## config.mk

```make
export PLATFORM = sky130hd
export DESIGN_NAME = uart_rx_frame_ctrl
export DESIGN_NICKNAME = d
export VERILOG_FILES = /design/src/rtl/uart_frame_pkg.sv /design/src/rtl/uart_frame_timeout.sv /design/src/rtl/uart_rx_frame_ctrl.sv
export SDC_FILE = /design/constraint.sdc
export NUM_CORES = 1
export LEC_CHECK = 0
export CORE_ASPECT_RATIO = 1.75
export CORE_UTILIZATION = 25
export CTS_CLUSTER_DIAMETER = 50
export DETAILED_ROUTE_END_ITERATION = 6
export PLACE_DENSITY = 0.42
export SYNTH_ARGS = -nofsm -noshare
export SYNTH_HDL_FRONTEND = slang
export SYNTH_SLANG_ARGS = --single-unit
```

## constraint.sdc

```tcl
create_clock -name clk -period 3 [get_ports clk]
set_input_delay 0.6 -clock clk [delete_from_list [all_inputs] [get_ports clk]]
set_output_delay 0.6 -clock clk [all_outputs]
set_load 0.01 [all_outputs]
```

## src/rtl/uart_frame_pkg.sv

```systemverilog
// Shared definitions for the AAP host-link UART frame sequencers.
package uart_frame_pkg;

    localparam logic [7:0] SOF              = 8'hA5;
    localparam int         DEF_MAX_LEN      = 16;
    localparam int         DEF_TIMEOUT_CLKS = 2048;

    typedef enum logic [2:0] {
        ST_IDLE,
        ST_CMD,
        ST_LEN,
        ST_PAYLOAD,
        ST_CSUM,
        ST_HOLD
    } state_t;

    // One-hot error pulse bundle; at most one bit is set in any cycle.
    typedef struct packed {
        logic csum;
        logic len;
        logic timeout;
        logic overrun;
    } err_t;

endpackage

```

## src/rtl/uart_frame_timeout.sv

```systemverilog
// Loadable up-counter with synchronous clear, count enable and a
// terminal-count flag against a run-time terminal value.
module uart_frame_timeout #(
    parameter int W = 11
) (
    input  logic         clk,
    input  logic         rst,
    input  logic         clr,
    input  logic         load,
    input  logic [W-1:0] load_val,
    input  logic         en,
    input  logic [W-1:0] term,
    output logic         tc
);

    logic [W-1:0] cnt;

    // Clear beats load beats count.
    always_ff @(posedge clk or posedge rst) begin
        if (rst)       cnt <= '0;
        else if (clr)  cnt <= '0;
        else if (load) cnt <= load_val;
        else if (en)   cnt <= cnt + 1'b1;
    end

    assign tc = (cnt == term);

endmodule

```

## src/rtl/uart_rx_frame_ctrl.sv

```systemverilog
// Frames the UART receive byte stream (SOF CMD LEN payload CSUM) into
// checked debug commands for the AAP command decoder.
module uart_rx_frame_ctrl
    import uart_frame_pkg::*;
#(
    parameter int MAX_LEN      = DEF_MAX_LEN,
    parameter int TIMEOUT_CLKS = DEF_TIMEOUT_CLKS,
    parameter int LEN_W        = $clog2(MAX_LEN + 1),
    parameter int ADDR_W       = $clog2(MAX_LEN)
) (
    input  logic              clk,
    input  logic              rst,
    input  logic              rx_valid,
    input  logic [7:0]        rx_data,
    output logic              frm_valid,
    input  logic              frm_ready,
    output logic [7:0]        frm_cmd,
    output logic [LEN_W-1:0]  frm_len,
    input  logic [ADDR_W-1:0] rd_addr,
    output logic [7:0]        rd_data,
    output logic              err_csum,
    output logic              err_len,
    output logic              err_timeout,
    output logic              err_overrun,
    output logic              busy
);

    localparam int         TO_W      = $clog2(TIMEOUT_CLKS);
    localparam logic [7:0] MAX_LEN_B = 8'(MAX_LEN);

    state_t                   state;
    err_t                     err_q;
    logic [7:0]               acc;
    logic [LEN_W-1:0]         idx;
    logic [MAX_LEN-1:0][7:0]  pay_buf;
    logic                     active;
    logic                     to_tc;
    logic                     to_fire;
    logic                     buf_we;

    assign active  = (state == ST_CMD) || (state == ST_LEN) ||
                     (state == ST_PAYLOAD) || (state == ST_CSUM);
    // Counter is loaded with 1 on each byte, so it holds the clocks elapsed
    // since that byte; firing one short of TIMEOUT_CLKS-1 lands the pulse
    // TIMEOUT_CLKS-1 clocks after the strobe. A byte that cycle wins.
    assign to_fire = active && !rx_valid && to_tc;
    assign buf_we  = (state == ST_PAYLOAD) && rx_valid;

    uart_frame_timeout #(.W(TO_W)) u_timeout (
        .clk      (clk),
        .rst      (rst),
        .clr      (to_fire),
        .load     (rx_valid),
        .load_val (TO_W'(1)),
        .en       (active),
        .term     (TO_W'(TIMEOUT_CLKS - 2)),
        .tc       (to_tc)
    );

    // Frame parser: state, header latches, running checksum and error pulses.
    always_ff @(posedge clk or posedge rst) begin
        if (rst) begin
            state     <= ST_IDLE;
            frm_valid <= 1'b0;
            frm_cmd   <= '0;
            frm_len   <= '0;
            acc       <= '0;
            idx       <= '0;
            err_q     <= '0;
        end else begin
            err_q <= '0;
            if (to_fire) begin
                err_q.timeout <= 1'b1;
                state         <= ST_IDLE;
            end else begin
                case (state)
                    ST_IDLE: if (rx_valid && rx_data == SOF) begin
                        acc   <= '0;
                        state <= ST_CMD;
                    end
                    ST_CMD: if (rx_valid) begin
                        frm_cmd <= rx_data;
                        acc     <= acc + rx_data;
                        state   <= ST_LEN;
                    end
                    ST_LEN: if (rx_valid) begin
                        acc <= acc + rx_data;
                        if (rx_data > MAX_LEN_B) begin
                            err_q.len <= 1'b1;
                            state     <= ST_IDLE;
                        end else begin
                            frm_len <= rx_data[LEN_W-1:0];
                            idx     <= '0;
                            state   <= (rx_data == 8'h00) ? ST_CSUM : ST_PAYLOAD;
                        end
                    end
                    ST_PAYLOAD: if (rx_valid) begin
                        acc <= acc + rx_data;
                        idx <= idx + 1'b1;
                        if (idx + 1'b1 == frm_len) state <= ST_CSUM;
                    end
                    ST_CSUM: if (rx_valid) begin
                        if (8'(acc + rx_data) == 8'h00) begin
                            frm_valid <= 1'b1;
                            state     <= ST_HOLD;
                        end else begin
                            err_q.csum <= 1'b1;
                            state      <= ST_IDLE;
                        end
                    end
                    ST_HOLD: begin
                        if (frm_ready) begin
                            // Handshake frees the buffer; a coincident byte
                            // is parsed as if we were already idle.
                            frm_valid <= 1'b0;
                            if (rx_valid && rx_data == SOF) begin
                                acc   <= '0;
                                state <= ST_CMD;
                            end else begin
                                state <= ST_IDLE;
                            end
                        end else if (rx_valid) begin
                            err_q.overrun <= 1'b1;
                        end
                    end
                    default: state <= ST_IDLE;
                endcase
            end
        end
    end

    // Payload store; contents are don't-care after reset.
    always_ff @(posedge clk) begin
        if (buf_we) pay_buf[idx[ADDR_W-1:0]] <= rx_data;
    end

    assign rd_data     = ({1'b0, rd_addr} < (ADDR_W+1)'(MAX_LEN)) ? pay_buf[rd_addr] : 8'h00;
    assign err_csum    = err_q.csum;
    assign err_len     = err_q.len;
    assign err_timeout = err_q.timeout;
    assign err_overrun = err_q.overrun;
    assign busy        = (state != ST_IDLE);

endmodule

```

==> metrics.csv <==
metric;value;unit
floorplan row count;84;
via count;4544;
Worst R2R Start;idx[0];
Root Buffer;clkbuf_16;
Post-synth EDFFs;128;
pre-CTS setup slack;-0.3390;ns
Fmax;0.3414;GHz
Layout Nets;612;
Die Footprint;0.03103;mm²
VDD IR max;0.3766;mV
WP buf/inv;4;
number of diodes;0;
delay-heaviest family, CP;multiplexers;
worst setup path start;rd_addr[0];
Distinct cells, synth;55;
hold buffer count at cts;0;
DRT Pass-1 Iters;5;
H-tree lvl count;4;
commonest non-fill, non-tap cells in the layout;edfxtp_1 (128), buf_4 (51), dfrtp_1 (45);
Async SR Flop Fraction;26.01;%
Startpoint Class;primary input;
Top FF cell, synth;edfxtp_1;
Syn Area/Cell;16.01;µm²
crit end category;output pin;
PortBufs;42;
violation count after the first detailed-route iteration;280;
Final Instance Area;0.009666;mm²
PwrDens;746.8;mW/mm²
status;finished clean;
routed vias/inst;4.627;
Post-DP Area;0.008992;mm²
drt wl/cell;20.44;µm
slowest CP cell;mux4_2;
commonest non-fill, non-tap cell in the layout;edfxtp_1;
worst-margin pin slew;0.6942;ns
first-pass GRT wire length;30560;µm
core area;0.02995;mm²
gpl congestion;0.7878;
critical path class;in -> out;
Inst Count DP;944;
die height;232.3;µm
Post-DP HPWL;14210;µm
synthesis-stage register bit count;173;
CTS tree;done;
RSZ-0062 raised after global routing;false;
number of remaining DRC errors;0;
critical path cell sequence;buf_2, buf_12, buf_4, mux4_2, mux4_2, dlygate4sd2_1;
Mapped Cells;473;
ratio of cells with drive above 1 in the final layout;27.23;%
CTS Buf Count;17;
Die Wd;133.6;µm
post-layout worst setup margin;0.07075;ns
fin. max-slew vios;0;
Layout Utilization;32.27;%
fin crit period;2.929;ns
max incr delay on CP;0.48;ns
crit path DAT;2.33;ns
vias in the first global route;4974;
IO Count;43;
Hold Violations, Final;0;
area grow syn2layout;27.60;%
WL final;20070;µm
pin count of the biggest net entering global routing;29;
Max-Cap Viols;0;
total power;7.218;mW
crit-path max FO;14;
worst min path class;reg -> reg;
grt ovf;0;
Starting Density;25.29;%
Seq/Total Area, Yosys;65.61;%
Slew HR;53.41;%
final setup fails;0;
clk buf depth;2;
Final period util;97.64;%
Syn Nets;503;
CP Data Required Time;2.40;ns
P_leak;3.438;nW
hold path start;acc[6];
yosys warns;0;
GRT Overall Usage;13.89;%
CP dominant cell by count;mux4_2;
clk slew on worst S/H paths;0.06;ns
Worst Skew;0.006207;ns
Netlist Area Pre-Place;0.007575;mm²
initial antenna violation count;0;
Post-Layout Cell Count;982;
layout filler cell count;2945;
clk sinks;173;
ANT nets after route;0;
Clk Latency, worst-skew pair;0.43;ns
[cells by family (layout without fill, tap and decap cells)]
family                     after synthesis  after routing  share of synthesized area [%]
DFF                                    173            173                          65.61
and+or+nand+nor                        117            117                          8.342
AOI/OAI and AO/OA                       60             60                          5.484
muxes                                   54             54                          13.96
buffers and inverters                   35            157                          1.883
xor gates and xnor gates                20             20                          2.313
adders and majority gates               14             14                          2.412
[metal layers]
metal	part of all wire [%]	global-route usage, %	vias to the layer above
met3	3.1	2.576	24
li1	-	-	2062
met5	0	0	-
met1	38	14.68	2356
met4	1.9	4.936	0
met2	57	26.92	102
[cells in the mapped netlist (all sizes together) (2+ instances only)]
cell / number / area (µm²)
a211o: 3 / 26.28
a21oi: 12 / 60.06
o31ai: 5 / 37.54
inv: 18 / 67.56
nor3: 11 / 60.06
ha: 13 / 162.7
and2: 2 / 12.51
and3: 2 / 12.51
nor2b: 3 / 18.77
mux2: 13 / 146.4
nor3b: 4 / 41.29
nand3b: 2 / 15.01
xor2: 8 / 70.07
o22ai: 2 / 12.51
o21ai: 19 / 95.09
nand2b: 5 / 31.28
nand2: 24 / 90.09
a211oi: 3 / 27.52
buf: 12 / 56.30
nand3: 9 / 45.04
nand4: 5 / 31.28
xnor2: 12 / 105.1
edfxtp: 128 / 3844
mux4: 40 / 900.9
a311oi: 2 / 35.04
or3: 7 / 48.80
dfrtp: 45 / 1126
nor4: 6 / 58.80
o211ai: 2 / 15.01
a22o: 4 / 35.03
clkbuf: 5 / 18.77
nand4b: 2 / 17.52
nor2: 33 / 131.4
[what timing repair did]
item                       4_1_cts  5_1_grt
setup endpoints to repair        8        1
gates cloned                     1        0
pin swaps                        0        0
gates resized for setup         12        0
setup buffers                    2        3
[sequential cells by signal, indices dropped and copies added (netlist names)]
name	flops
frm_cmd	8
err_timeout	1
frm_valid	1
err_csum	1
frm_len	5
err_len	1
u_timeout.cnt	11
err_overrun	1
pay_buf	128
idx	5
state	3
acc	8
[worst paths after layout]
| check | depth (start not counted) | slack, ns | end |
|---|---|---|---|
| setup / recovery | 6 | 0.07 | rd_data[5] |
| hold / removal | 2 | 0.50 | acc[6] |
| setup reg to reg | 8 | 0.60 | state[1] |
| hold reg to reg | 2 | 0.50 | acc[6] |
| max in group asynchronous | 3 | 1.80 | frm_cmd[1] |
| min in group asynchronous | 2 | 0.58 | u_timeout.cnt[4] |
[power breakdown]
part | internal (mW) | switching, mW | total (mW)
Combinational | 0.937 | 0.959 | 1.90
Clock | 1.33 | 0.948 | 2.28
Sequential | 2.81 | 0.238 | 3.05
Total | 5.07 | 2.15 | 7.22
[metrics by stage]
| stage | TNS [ns] | hold WS, ns |
|---|---|---|
| global route | 0 | 0.5345 |
| detailed placement | -3.137 | 0.4868 |
| CTS | 0 | 0.5014 |
| finish | 0 | 0.4967 |
| floorplan | 0 | 0.4526 |
| global placement | -3.355 | 0.4787 |
[tightest hold or removal path, stage by stage (launching register included)]
cell and delay (ns):
dfrtp_1 0.35, nand2_1 0.05, o21ai_0 0.06
[cell type report]
cell class	instances	area, µm²	share of cell area [%]
well taps	387	484.2	5.010
multi-input cells	265	2462	25.48
flip-flops and latches	173	4970	51.42
clock buffers	18	429.2	4.440
clock inverters	14	178.9	1.851
repair buffers	107	1074	11.11
inverters	18	67.56	0.6990
No activity file was read; power rests on OpenSTA's default activity.
